$ cat config.mk
export PLATFORM = sky130hd
export DESIGN_NAME = vc_pop_arbiter_flat
export DESIGN_NICKNAME = d
export VERILOG_FILES = /design/src/rtl/vc_pop_arbiter_if.sv /design/src/rtl/vc_pop_arbiter.sv /design/src/flat_wrapper.sv
export SDC_FILE = /design/constraint.sdc
export NUM_CORES = 1
export LEC_CHECK = 0
export BUFFER_PORTS_ARGS = -buffer_cell sky130_fd_sc_hd__buf_2
export CORE_MARGIN = 5
export CORE_UTILIZATION = 45
export DETAILED_ROUTE_END_ITERATION = 10
export PLACE_DENSITY = 0.8
export SYNTH_ARGS = -nofsm -noshare
export SYNTH_HDL_FRONTEND = slang
export SYNTH_SLANG_ARGS = --single-unit
$ cat constraint.sdc
create_clock -name clk -period 1.5 [get_ports clk]
set_input_delay 0.225 -clock clk [delete_from_list [all_inputs] [get_ports clk]]
set_output_delay 0.225 -clock clk [all_outputs]
set_load 0.05 [all_outputs]
$ cat src/rtl/vc_pop_arbiter_if.sv
// VC-drain arbiter bus: VC FIFO read side, destination FIFO write side, status.
// Purely a signal bundle with no latency of its own.
// Backpressure arrives on D0/D1_almost_full; VCx_rd is the pop strobe.
interface vc_pop_arbiter_if #(
  parameter int DATA_WIDTH = 6,
  parameter int CNT_WIDTH  = 8
);
  // VC FIFO read side (first-word-fall-through heads)
  logic                  VC0_empty;
  logic [DATA_WIDTH-1:0] VC0_data_out;
  logic                  VC1_empty;
  logic [DATA_WIDTH-1:0] VC1_data_out;
  logic                  VC0_rd;
  logic                  VC1_rd;

  // Destination FIFO write side
  logic                  D0_almost_full;
  logic                  D1_almost_full;
  logic                  D0_push;
  logic                  D1_push;
  logic [DATA_WIDTH-1:0] D_data_in;

  // Status
  logic [CNT_WIDTH-1:0]  D0_count;
  logic [CNT_WIDTH-1:0]  D1_count;
  logic                  idle;

  // Arbiter side
  modport slave (
    input  VC0_empty, VC0_data_out, VC1_empty, VC1_data_out,
    input  D0_almost_full, D1_almost_full,
    output VC0_rd, VC1_rd, D0_push, D1_push, D_data_in,
    output D0_count, D1_count, idle
  );

  // Environment side (FIFOs / bench)
  modport master (
    output VC0_empty, VC0_data_out, VC1_empty, VC1_data_out,
    output D0_almost_full, D1_almost_full,
    input  VC0_rd, VC1_rd, D0_push, D1_push, D_data_in,
    input  D0_count, D1_count, idle
  );
endinterface

$ cat src/rtl/vc_pop_arbiter.sv
// Drains VC0/VC1 into D0/D1, routing on the word's destination bit; VC0 has
// strict priority with a burst limit that forces a VC1 grant.
// Latency: 1 cycle from VCx_rd to Dy_push. Backpressure: a VC whose head targets an almost-full D is skipped.
module vc_pop_arbiter #(
  parameter int DATA_WIDTH = 6,
  parameter int BURST_MAX  = 4,
  parameter int CNT_WIDTH  = 8
) (
  input  logic              clk,
  input  logic              reset,
  vc_pop_arbiter_if.slave   bus
);

  localparam int             BW   = $clog2(BURST_MAX + 1);
  localparam int             DSEL = DATA_WIDTH - 2;
  localparam logic [BW-1:0]  BMAX = BW'(BURST_MAX);

  typedef enum logic {
    PRIO_VC0  = 1'b0,
    FORCE_VC1 = 1'b1
  } state_t;

  state_t                state_q, state_d;
  logic [BW-1:0]         bcnt_q, bcnt_d;
  logic                  gnt0, gnt1, gnt_any;
  logic                  vc0_elig, vc1_elig;
  logic [DATA_WIDTH-1:0] word_sel;
  logic                  dest_sel;

  logic                  d0_push_q, d1_push_q;
  logic [DATA_WIDTH-1:0] d_data_q;
  logic [CNT_WIDTH-1:0]  d0_cnt_q, d1_cnt_q;
  logic                  idle_q;

  // A head word is eligible only if its own destination has room; the two
  // VCs are judged independently so one blocked head never stalls the other.
  assign vc0_elig = !bus.VC0_empty &&
                    !(bus.VC0_data_out[DSEL] ? bus.D1_almost_full : bus.D0_almost_full);
  assign vc1_elig = !bus.VC1_empty &&
                    !(bus.VC1_data_out[DSEL] ? bus.D1_almost_full : bus.D0_almost_full);

  // Grant selection, burst counting and priority-state next-state logic.
  always_comb begin
    state_d = state_q;
    bcnt_d  = bcnt_q;
    gnt0    = 1'b0;
    gnt1    = 1'b0;
    if (!reset) begin
      case (state_q)
        PRIO_VC0: begin
          if (vc0_elig)      gnt0 = 1'b1;
          else if (vc1_elig) gnt1 = 1'b1;
        end
        FORCE_VC1: begin
          if (vc1_elig)      gnt1 = 1'b1;
          else if (vc0_elig) gnt0 = 1'b1;
        end
        default: ;
      endcase

      // The burst only counts while VC1 actually has something waiting;
      // saturate so a blocked VC1 in FORCE_VC1 cannot wrap the counter.
      if (bus.VC1_empty || gnt1) begin
        bcnt_d = '0;
      end else if (gnt0 && (bcnt_q != BMAX)) begin
        bcnt_d = bcnt_q + BW'(1);
      end

      case (state_q)
        PRIO_VC0:  if (bcnt_d == BMAX) state_d = FORCE_VC1;
        FORCE_VC1: if (gnt1 || bus.VC1_empty) state_d = PRIO_VC0;
        default:   state_d = PRIO_VC0;
      endcase
    end
  end

  assign gnt_any  = gnt0 | gnt1;
  assign word_sel = gnt0 ? bus.VC0_data_out : bus.VC1_data_out;
  assign dest_sel = word_sel[DSEL];

  // Arbiter state register.
  always_ff @(posedge clk) begin
    if (reset) begin
      state_q <= PRIO_VC0;
      bcnt_q  <= '0;
    end else begin
      state_q <= state_d;
      bcnt_q  <= bcnt_d;
    end
  end

  // Push stage: register the granted word and steer it to D0 or D1; reset
  // drops any word still sitting here.
  always_ff @(posedge clk) begin
    if (reset) begin
      d0_push_q <= 1'b0;
      d1_push_q <= 1'b0;
      d_data_q  <= '0;
      idle_q    <= 1'b1;
    end else begin
      d0_push_q <= gnt_any & ~dest_sel;
      d1_push_q <= gnt_any &  dest_sel;
      d_data_q  <= gnt_any ? word_sel : '0;
      idle_q    <= bus.VC0_empty & bus.VC1_empty & ~gnt0 & ~gnt1;
    end
  end

  // Per-destination word counters, advanced by each completed push, wrapping.
  always_ff @(posedge clk) begin
    if (reset) begin
      d0_cnt_q <= '0;
      d1_cnt_q <= '0;
    end else begin
      if (d0_push_q) d0_cnt_q <= d0_cnt_q + CNT_WIDTH'(1);
      if (d1_push_q) d1_cnt_q <= d1_cnt_q + CNT_WIDTH'(1);
    end
  end

  assign bus.VC0_rd    = gnt0;
  assign bus.VC1_rd    = gnt1;
  assign bus.D0_push   = d0_push_q;
  assign bus.D1_push   = d1_push_q;
  assign bus.D_data_in = d_data_q;
  assign bus.D0_count  = d0_cnt_q;
  assign bus.D1_count  = d1_cnt_q;
  assign bus.idle      = idle_q;

endmodule

$ cat src/flat_wrapper.sv
// flat-port wrapper written by rule: the top's interface ports become plain ports
module vc_pop_arbiter_flat 
#(
  parameter int DATA_WIDTH = 6,
  parameter int BURST_MAX  = 4,
  parameter int CNT_WIDTH  = 8
)
  (clk, reset, bus_VC0_empty, bus_VC0_data_out, bus_VC1_empty, bus_VC1_data_out, bus_D0_almost_full, bus_D1_almost_full, bus_VC0_rd, bus_VC1_rd, bus_D0_push, bus_D1_push, bus_D_data_in, bus_D0_count, bus_D1_count, bus_idle);
  vc_pop_arbiter_if #(.DATA_WIDTH(DATA_WIDTH), .CNT_WIDTH(CNT_WIDTH)) bus_i ();
  input  logic clk;
  input  logic reset;
  input wire logic [$bits(bus_i.VC0_empty)-1:0] bus_VC0_empty;
  input wire logic [$bits(bus_i.VC0_data_out)-1:0] bus_VC0_data_out;
  input wire logic [$bits(bus_i.VC1_empty)-1:0] bus_VC1_empty;
  input wire logic [$bits(bus_i.VC1_data_out)-1:0] bus_VC1_data_out;
  input wire logic [$bits(bus_i.D0_almost_full)-1:0] bus_D0_almost_full;
  input wire logic [$bits(bus_i.D1_almost_full)-1:0] bus_D1_almost_full;
  output wire logic [$bits(bus_i.VC0_rd)-1:0] bus_VC0_rd;
  output wire logic [$bits(bus_i.VC1_rd)-1:0] bus_VC1_rd;
  output wire logic [$bits(bus_i.D0_push)-1:0] bus_D0_push;
  output wire logic [$bits(bus_i.D1_push)-1:0] bus_D1_push;
  output wire logic [$bits(bus_i.D_data_in)-1:0] bus_D_data_in;
  output wire logic [$bits(bus_i.D0_count)-1:0] bus_D0_count;
  output wire logic [$bits(bus_i.D1_count)-1:0] bus_D1_count;
  output wire logic [$bits(bus_i.idle)-1:0] bus_idle;
  assign bus_i.VC0_empty = bus_VC0_empty;
  assign bus_i.VC0_data_out = bus_VC0_data_out;
  assign bus_i.VC1_empty = bus_VC1_empty;
  assign bus_i.VC1_data_out = bus_VC1_data_out;
  assign bus_i.D0_almost_full = bus_D0_almost_full;
  assign bus_i.D1_almost_full = bus_D1_almost_full;
  assign bus_VC0_rd = bus_i.VC0_rd;
  assign bus_VC1_rd = bus_i.VC1_rd;
  assign bus_D0_push = bus_i.D0_push;
  assign bus_D1_push = bus_i.D1_push;
  assign bus_D_data_in = bus_i.D_data_in;
  assign bus_D0_count = bus_i.D0_count;
  assign bus_D1_count = bus_i.D1_count;
  assign bus_idle = bus_i.idle;
  vc_pop_arbiter #(.DATA_WIDTH(DATA_WIDTH), .BURST_MAX(BURST_MAX), .CNT_WIDTH(CNT_WIDTH)) u_core (.clk(clk), .reset(reset), .bus(bus_i));
endmodule
==> summary by stage, run 1 <==
Run status
The run finished, with violations left. The final reports fail on negative setup slack.

Layout
From synthesis to final layout, the design area changed by 38.8%. The post-route standard cell area excluding fillers is 0.00171 mm². The count of antenna diodes in the layout is 0. The number of cells in the finished layout apart from fillers is 225. Leaving out fill and tap cells, the most frequent cells in the layout are sky130_fd_sc_hd__buf_2 (42), sky130_fd_sc_hd__dfxtp_1 (25), sky130_fd_sc_hd__nor2_1 (16), sky130_fd_sc_hd__buf_4 (15), sky130_fd_sc_hd__nand2_1 (11). Of the cells placed in the final design, the portion with a size suffix greater than 1 is 41.2%. The layout filler cell count is 226. The library cell used most frequently in the layout, excluding fill and tap cells, is sky130_fd_sc_hd__buf_2. The number of nets in the layout is 215.

Die
45 I/O pins were placed. The initial core utilization is 45.9%. The vertical die dimension is 62.4 µm.

The area of the die is 0.00389 mm². In this run the core area contains 19 standard-cell rows. The total core area is 0.00269 mm². The die span in x is 62.4 µm.

Clock tree
The number of H-tree levels is 2. In this run the deepest clock path goes through 2 buffers. The clock-pin slew of the registers on the worst-case setup and hold paths is 0.09 ns. The clock root buffer is sky130_fd_sc_hd__clkbuf_4. TritonCTS created 5 clock buffers. The number of sinks driven by the clock tree is 29. For the worst-skew pair, the clock arrives at the later sink with an insertion delay of 0.32 ns. The cts-stage hold buffer count is 0. The CTS tree is yes.

Global route
The initial antenna violation count is 0. Global routing finished with a remaining overflow of 0. In the global route stage, overall resource usage came out at 15.9%.

The largest net degree at the start of global routing is 19. The first global-routing pass estimated 5.04 mm of wire. The number of global-route vias before repair is 1,208.

Drt
The routed length on met2 is 1.52 mm. The number of nets with antenna violations after detailed routing is 0. The sum of routed wire length over all layers is 2.90 mm. Using the TritonRoute via totals, the vias-per-cell ratio works out to 5.26. The number of vias in the routed layout is 1,184. The average routed wire per standard cell is 12.9 µm.

Summed over all nets, wire length on met3 after detailed routing comes to 220 µm. The detailed router put a total of 1.07 mm of wire on met1. The highest metal layer carrying signal wires in the routed design is met4. The first routing iteration left 20 violations.

The number of search-and-repair iterations in the first detailed-routing pass is 4. The number of design rule violations left after detail routing is 0.

STA
Hold timing on the final database bottoms out at a slack of 0.105 ns. The clock arrives with 0.00948 ns of skew. The number of failing setup endpoints in the final timing report is 3. Setup repair after global routing could not meet its margin everywhere. The max-slew violation total from the final report came to 0.

Static timing analysis puts the maximum clock frequency at 0.629 GHz. The smallest clock period supported by the final layout is computed as 1.59 ns. The number of failing hold endpoints at the final stage is 0. The transition time of the tightest slew-check pin is 0.264 ns. Once routing completed, OpenROAD measured the worst setup slack at -0.0909 ns. Of the available clock period, the critical path in the final layout requires 106%.

The worst-case headroom to the max-slew limit is 82.5%.

Synthesis
The cell count after synthesis came out at 132. After synthesis, the mean cell area works out to 9.35 µm². In this run the cell area of the synthesized design comes to 0.00123 mm².

The commonest register cell after synthesis is sky130_fd_sc_hd__dfxtp_1. The register bit count reported by yosys is 29. For this run, the register share of the synthesized area comes to 47.1%. Summed over all instances, the cell type with the most area after synthesis is sky130_fd_sc_hd__dfxtp_1. During synthesis, Yosys emitted a total of 0 warnings.

The share of synthesized registers carrying an async set or reset is 0%. The fraction of post-synthesis cell area in the top cell type by area is 47.1%. The number of nets in the synthesized netlist is 154.

Yosys mapped the design onto 31 distinct sky130hd cell types. After synthesis, the cell types taking the most area are sky130_fd_sc_hd__dfxtp_1 (47%), sky130_fd_sc_hd__a22o_1 (5.7%), sky130_fd_sc_hd__xor2_1 (5.7%). The number of enable flip-flop cells after synthesis is 0.

Job
Max-cap violations in this run came to 0.

Min path
The worst hold path belongs to the class in -> reg. The cell count of the worst hold path is 2. The worst hold path terminates at u_core.bus.D_data_in[5]$_SDFF_PP0_.

The startpoint of the worst hold path is bus_VC1_data_out[5].

Worst setup path
For the worst setup path, the data arrival time is 1.37 ns. In this run the worst path has a maximum fanout of 3. The critical path launch point is u_core.state_q$_SDFF_PP0_. The critical register-to-register path startpoint is u_core.state_q$_SDFF_PP0_.

The number of cell instances on the worst register-to-register path is 6. Data on the critical path is required at its endpoint by 1.27 ns. The end of the worst register-to-register path is u_core.state_q$_SDFF_PP0_.

STA classifies the critical path startpoint as a flip-flop. The critical path endpoint category is an output port. In this run the register-to-register setup slack is -0.01 ns. The type of the worst setup path is reg -> out.

Placed design
After legalization and detailed placement, the total HPWL measured 2.28 mm. After detailed placement, the total cell area comes to 0.00160 mm². The routability congestion estimate from global placement is 0.807. The number of buffer cells added on primary ports is 44. The number of placed instances, taps included is 214.

Power and ir drop
The peak ir drop on the vdd network is 0.000616 V. The total leakage power is 0.812 nW. In this run the power density over the cells is 885 mW/mm².
-- stage by stage --
stage	TNS (ns)	power (W)	util, %	setup WS [ns]
2_1_floorplan	-0.214	0.000961	-	-0.0306
3_3_place_gp	-0.912	0.00104	59.4	-0.117
3_5_place_dp	-1.39	0.00105	59.4	-0.157
4_1_cts	-0.320	0.00154	63.1	-0.124
5_1_grt	-0.574	0.00160	63.8	-0.205
6_report	-0.180	0.00152	63.8	-0.0909
-- power by group --
group          internal [W]  switching [W]
combinational     0.0000968       0.000143
sequential         0.000787      0.0000148
clock              0.000231       0.000244
-- critical path, cell delays in order (launching register included) --
cell	delay, ns
sky130_fd_sc_hd__dfxtp_4	0.38
sky130_fd_sc_hd__nor2_4	0.04
sky130_fd_sc_hd__a211oi_2	0.20
sky130_fd_sc_hd__a21oi_2	0.08
sky130_fd_sc_hd__nor3_4	0.16
sky130_fd_sc_hd__buf_6	0.19
-- layout make-up --
type                    instances  area [µm²]  share of cell area [%]
multi-input cells              93         659                    38.5
flip-flops and latches         29         588                    34.3
repair buffers                 59         349                    20.4
clock buffers                   8        58.8                    3.43
well taps                      31        38.8                    2.26
inverters                       5        18.8                    1.10
-- registers in the layout, indices dropped and copies added, names as in the netlist --
register and count:
u_core.bus.D1_push 1, u_core.bus.D1_count 8, u_core.bus.D0_count 8, u_core.bus.D_data_in 6, u_core.state_q 1, u_core.bcnt_q 3
u_core.bus.idle 1, u_core.bus.D0_push 1
-- kinds of logic (layout without fill, tap and decap cells) --
family	Yosys count	count (layout)	share of synthesized area, %
compound gates	24	24	14.2
xor+xnor	11	11	7.81
fa+ha+maj	4	4	4.06
buf+inv	10	72	3.14
flops	29	29	47.1
mux	3	3	2.84
simple gates	51	51	20.9
-- Yosys cell counts, types with 2 or more instances --
cell type,count
sky130_fd_sc_hd__inv_1,5
sky130_fd_sc_hd__mux2i_1,2
sky130_fd_sc_hd__o21ai_0,4
sky130_fd_sc_hd__or3_1,4
sky130_fd_sc_hd__xor2_1,8
sky130_fd_sc_hd__and3_1,3
sky130_fd_sc_hd__nor3_1,2
sky130_fd_sc_hd__nand2_1,11
sky130_fd_sc_hd__dfxtp_1,29
sky130_fd_sc_hd__a21oi_1,8
sky130_fd_sc_hd__a22o_1,8
sky130_fd_sc_hd__nor2_1,17
sky130_fd_sc_hd__ha_1,4
sky130_fd_sc_hd__xnor2_1,3
sky130_fd_sc_hd__clkbuf_1,3
sky130_fd_sc_hd__nand4_1,6
-- worst max-delay path by stage --
stage	endpoint
after floorplan	u_core.bus.D1_push$_SDFF_PP0_
after global placement	bus_VC0_rd
after detailed placement	u_core.bus.D_data_in[4]$_SDFF_PP0_
after CTS	bus_VC1_rd
after global routing	bus_VC1_rd
final	bus_VC1_rd
-- metal layers --
metal | GRT usage, % | vias up
met2 | 27.6 | 34
met4 | 9.28 | 0
li1 | - | 585
met1 | 15.3 | 553
met5 | 0 | -
met3 | 7.39 | 12
-- what timing repair did --
| item | 4_1_cts | 5_1_grt |
|---|---|---|
| setup endpoints to repair | 6 | 11 |
| setup buffers | 2 | 1 |
| gates resized for setup | 7 | 2 |
| pin swaps | 2 | 0 |
(Power assumes the default switching activity.)
==> run 2, diff against run 1 <==
SKIP_CTS_REPAIR_TIMING = 1   (was unset)
clock period = 1.75 ns   (was 1.5 ns; I/O delays follow)
==> summary by stage, run 2 (synthesis gave the netlist of run 1 again) <==
Worst setup path
The number of cells on the worst reg-to-reg path is 5. The required time of the worst setup path is 1.49 ns. STA classifies the critical path endpoint as an output port.

The setup check on the worst reg-to-reg path leaves a slack of 0.23 ns. The maximum fanout count along the critical path is 5. The end of the worst register-to-register path is u_core.state_q$_SDFF_PP0_. At the worst endpoint, the arrival time is 1.40 ns. The critical register-to-register path startpoint is u_core.bcnt_q[0]$_SDFF_PP0_. The critical path is of the reg -> out type. The worst setup path is launched from a flip-flop.

Drt
The average routed wire per standard cell is 12.9 µm. After detailed routing, the number of remaining DRC violations is 0. The sum of routed wire length over all layers is 2.77 mm. The vias per cell is 5.21. The number of vias in the routed layout is 1,115. The violation count after the first detailed-routing iteration is 43. The number of search-and-repair iterations in the first detailed-routing pass is 4.

Once detail routing completed, the nets flagged for antenna violations numbered 0.

Die
The die is 62.4 µm wide. From bottom edge to top edge, the die measures 62.4 µm. After floorplanning, the core was divided into 19 placement rows.

The die covers 0.00389 mm². The total core area is 0.00269 mm². 45 I/O pins were placed.

The initial core utilization is 45.9%.

STA
Setup violations remaining at the end of the flow were counted as 0. The final critical path takes up 94.9% of the cycle. The max-slew violation total from the final report was 0.

Measured against its own limit, the worst slew margin works out to 72.8%. The final hold slack is 0.141 ns. For the finished layout, the period the worst path requires is 1.66 ns. Setup slack on the critical path of the routed design comes to 0.0888 ns. The transition time of the tightest slew-check pin is 0.408 ns.

The number of failing hold endpoints at the final stage is 0. The clock arrives with 0.00700 ns of skew. Timing would allow up to 0.602 GHz. Adding up every negative setup slack in the final design gives 0 ns.

Clock tree
The latest clock arrival within the worst-skew pair is 0.32 ns. The clock root buffer is sky130_fd_sc_hd__clkbuf_4. Clock-pin slew was measured on the worst setup and hold paths at 0.09 ns. The number of buffers on the longest clock path is 2.

Clock tree synthesis found a total of 29 sinks. Counting the buffers created by CTS gives 5. TritonCTS built the clock tree.

The H-tree was split into 2 levels.

Global route
The overall overflow remaining after global route is 0. Global routing used 14.7% of the available tracks. The first global-routing pass estimated 4.69 mm of wire.

The number of global-route vias before repair was 1,137. The initial antenna violation count is 0. The largest net degree at the start of global routing is 21.

Layout
Across the whole layout, storage elements account for 584 µm². The area overhead of the layout relative to synthesis is 30.0%. The layout has 230 filler cells.

Leaving out fill and tap cells, the most frequent cells in the layout are sky130_fd_sc_hd__buf_2 (42), sky130_fd_sc_hd__dfxtp_1 (28), sky130_fd_sc_hd__nor2_1 (17), sky130_fd_sc_hd__nand2_1 (11). The finished cells cover 0.00160 mm². The most common library cell in the layout ignoring fill and taps is sky130_fd_sc_hd__buf_2. The repair_antennas step left the layout with diodes totalling 0.

The layout cell share with drive strength beyond 1 is 34.4%. The number of nets in the layout is 205. The multi-input combinational cells in the finished layout cover a total of 637 µm².

Placed design
Port buffering added 44 buffers. The worst setup timing slack at the placement stage is -0.00838 ns. The HPWL reported at the end of detailed placement is 2.12 mm. The routability congestion estimate from global placement is 0.788. Once placement finished, the instance area stood at 0.00151 mm².

Power and ir drop
The total leakage power is 0.755 nW. Dividing total power by cell area gives a power density of 793 mW/mm². The sum of internal, switching and leakage power is 0.00127 W. The peak ir drop on the vdd network is 0.000581 V.

Min path
The startpoint of the worst hold path is bus_VC1_data_out[5]. The tightest min-delay check is of the in -> reg type. For hold timing, the worst endpoint is u_core.bus.D_data_in[5]$_SDFF_PP0_.

The cell count of the worst hold path is 2.

Run status
The run finished with clean final reports.

Job
The max-cap violation count is 0.
-- run 2: through the flow --
step,cells,utilization [%]
after floorplan,132,-
after global placement,206,56.2
after CTS,213,58.2
final,214,59.7
after global routing,214,59.7
after detailed placement,206,56.2
-- run 2: final cells by class --
cell class                 instances  share of cell area, %
multi-input combinational         93                   39.7
sequential                        29                   36.4
timing repair buffer              49                   16.8
clock buffer                       7                   3.43
tap                               31                   2.42
inverter                           5                   1.17
-- run 2: report_power, final --
| group | internal, W | total (W) | switching [W] | leakage [nW] |
|---|---|---|---|---|
| clock network | 0.000189 | 0.000405 | 0.000215 | 0.0314 |
| logic | 0.0000658 | 0.000183 | 0.000118 | 0.487 |
| registers | 0.000674 | 0.000684 | 0.0000107 | 0.236 |
-- run 2: worst max-delay path by stage --
stage | start | endpoint | slack, ns | depth (start not counted)
final | u_core.state_q$_SDFF_PP0_ | bus_VC1_rd | 0.09 | 5
after global routing | u_core.state_q$_SDFF_PP0_ | bus_VC1_rd | -0.004 | 5
after CTS | u_core.state_q$_SDFF_PP0_ | bus_VC0_rd | -0.17 | 4
after detailed placement | bus_VC0_data_out[4] | bus_VC0_rd | -0.008 | 5
after global placement | bus_VC1_data_out[4] | bus_VC0_rd | 0.07 | 5
after floorplan | u_core.bus.D1_push$_SDFF_PP0_ | u_core.bus.D1_count[5]$_SDFFE_PP0P_ | 0.09 | 4
-- run 2: worst max-delay path, stage by stage (launching register included) --
cell and delay (ns):
sky130_fd_sc_hd__dfxtp_4 0.38, sky130_fd_sc_hd__nor2_1 0.06, sky130_fd_sc_hd__a21oi_1 0.19, sky130_fd_sc_hd__a21oi_2 0.11, sky130_fd_sc_hd__nor3_4 0.15, sky130_fd_sc_hd__buf_6 0.19
-- run 2: routing by layer --
layer,wire [µm],vias up,GRT usage [%],part of all wire (%)
met5,0,-,0,0
met4,73,0,7.96,2.6
met2,1460,31,25.6,53
met3,176,9,5.41,6.4
li1,-,564,-,-
met1,1050,511,14.9,38
==> run 3, diff against run 2 <==
CORE_UTILIZATION = 48   (was 45)
PLACE_DENSITY = 0.84   (was 0.8)
==> summary by stage, run 3 (synthesis gave the netlist of run 1 again) <==
Clock tree
The number of buffers on the longest clock path is 2. The H-tree generated during clock tree synthesis spans 2 levels. Clock-pin slew was measured on the worst setup and hold paths at 0.10 ns.

The number of sinks driven by the clock tree is 29. The latest clock arrival within the worst-skew pair is 0.33 ns. In this run, CTS created clock tree buffers numbering 5. The clock root buffer is sky130_fd_sc_hd__clkbuf_4. TritonCTS built the clock tree.

Layout
The finished layout holds 213 standard cells, fillers aside. The number of nets in the layout is 204. The repair_antennas step left the layout with diodes totalling 0. The layout filler cell count is 201.

From synthesis to final layout, the design area changed by 31.8%. The post-layout utilization of the core is 65.7%. Leaving out fill and tap cells, the most frequent cell in the layout is sky130_fd_sc_hd__buf_2. In the layout the commonest cells are sky130_fd_sc_hd__buf_2 (42), sky130_fd_sc_hd__dfxtp_1 (28), sky130_fd_sc_hd__nor2_1 (16), sky130_fd_sc_hd__nand2_1 (11).

The post-route netlist has 35.5% of its cells at a drive strength greater than 1. The multi-input combinational cells in the finished layout cover a total of 639 µm². The sequential cells in the finished layout cover a total of 584 µm².

Global route
The largest net degree at the start of global routing is 21. The first-pass GRT wire length is 4.57 mm. The initial antenna violation count is 0. The overall overflow remaining after global route is 0. The number of global-route vias before repair is 1,051. The total routing usage reported by global routing is 17.0%.

Worst setup path
The cell with the largest stage delay on the worst path is sky130_fd_sc_hd__dfxtp_4. The critical path endpoint category is an output port. The critical register-to-register path startpoint is u_core.state_q$_SDFF_PP0_.

On the worst path, the slowest cell contributes a delay of 0.38 ns. Of all nets on the critical path, the largest fanout is 5. The signal on the critical path passes through inv_1 -> o311a_4 -> nor2b_4 -> buf_6. The critical path launch point type is a flip-flop. The type of the worst setup path is reg -> out.

The data arrival time of the worst path is 1.44 ns. The number of cell instances on the worst register-to-register path is 5. Tracing the worst setup path back leads to its startpoint at u_core.state_q$_SDFF_PP0_. For the worst setup path, the data required time is 1.49 ns.

Die
Once the floorplan was initialized, standard cells occupied 49.8% of the core. After floorplanning, the core was divided into 18 placement rows. The die span in x is 60.7 µm. The number of ports placed on the die boundary is 45.

The die is 60.7 µm tall. The total core area is 0.00248 mm². The area of the die is 0.00368 mm².

STA
The transition time of the tightest slew-check pin is 0.421 ns. The clock arrives with 0.00606 ns of skew. For the final routed database, the setup TNS stands at 0 ns.

The number of failing setup endpoints in the final timing report is 0. Setup repair after global routing could not meet its margin everywhere. The max-slew violation total from the final report is 0. The worst-case headroom to the max-slew limit is 71.9%. Of the available clock period, the critical path in the final layout requires 97.2%. The number of failing hold endpoints at the final stage came to 0. The smallest clock period supported by the final layout is computed as 1.70 ns. The highest attainable clock frequency is 0.588 GHz.

Placed design
The number of placed instances, taps included is 204. The routability congestion estimate from global placement is 0.805. Input and output buffers added on the ports amount to 44. The HPWL reported at the end of detailed placement is 2.08 mm.

Drt
The first routing iteration left 39 violations. After detailed routing, the number of remaining DRC violations is 0. The first detailed-routing pass ran for 4 iterations. The number of nets with antenna violations after detailed routing is 0.

The number of vias in the routed layout is 1,119. The average routed wire per standard cell is 12.7 µm. The sum of routed wire length over all layers is 2.71 mm. After detailed routing, the number of vias per cell comes to 5.25.

Min path
Counting instances, the worst hold path has a depth of 2. The startpoint identified for the worst hold timing path is bus_VC1_data_out[3]. The path class of the tightest hold or removal check is in -> reg.

Power and ir drop
The sum of internal, switching and leakage power is 0.00142 W. The power density of the placed cells is 875 mW/mm². The total leakage power is 0.760 nW. The peak ir drop on the vdd network is 0.000683 V.

Job
The max-cap violation count is 0.

Run status
The run finished with clean final reports.
==> run 3: path summary, 6_finish.rpt <==
kind	endpoint	slack [ns]
max	bus_VC0_rd	0.05
min reg2reg	u_core.bcnt_q[1]$_SDFF_PP0_	0.49
max reg2reg	u_core.state_q$_SDFF_PP0_	0.31
min	u_core.bus.D_data_in[3]$_SDFF_PP0_	0.13
==> run 3: critical path: cells and delay by family, from the launching register on <==
family	cells	cell delay, ns
buf+inv	2	0.22
compound gates	1	0.36
simple gates	1	0.15
flops	1	0.38
==> run 3: area by class of cell <==
type	count	area share (%)
Multi-Input combinational cell	93	39.3
Sequential cell	29	35.9
Timing Repair Buffer	48	16.2
Clock inverter	3	2.85
Clock buffer	5	2.31
Tap cell	30	2.31
Inverter	5	1.15
==> run 3: stage by stage <==
stage / area, µm² / setup WS (ns) / hold WS [ns]
2_1_floorplan: 1240 / 0.0890 / 0.373
3_3_place_gp: 1500 / 0.0792 / 0.462
3_5_place_dp: 1500 / 0.0520 / 0.474
4_1_cts: 1580 / -0.167 / 0.116
5_1_grt: 1630 / -0.0305 / 0.112
6_report: 1630 / 0.0494 / 0.133
==> run 3: metal layers <==
layer | vias to the layer above | global-route usage [%] | wire length [µm]
li1 | 566 | - | -
met1 | 517 | 19.8 | 1110
met2 | 31 | 27.9 | 1330
met3 | 5 | 6.17 | 215
met4 | 0 | 7.43 | 55
met5 | - | 0 | 0
==> run 3: power by group <==
group / total [W] / internal [W] / switching, W / leakage [nW]
clock: 0.000559 / 0.000302 / 0.000256 / 0.0414
combinational: 0.000178 / 0.0000634 / 0.000115 / 0.482
sequential: 0.000686 / 0.000674 / 0.0000124 / 0.236
total: 0.00142 / 0.00104 / 0.000384 / 0.760
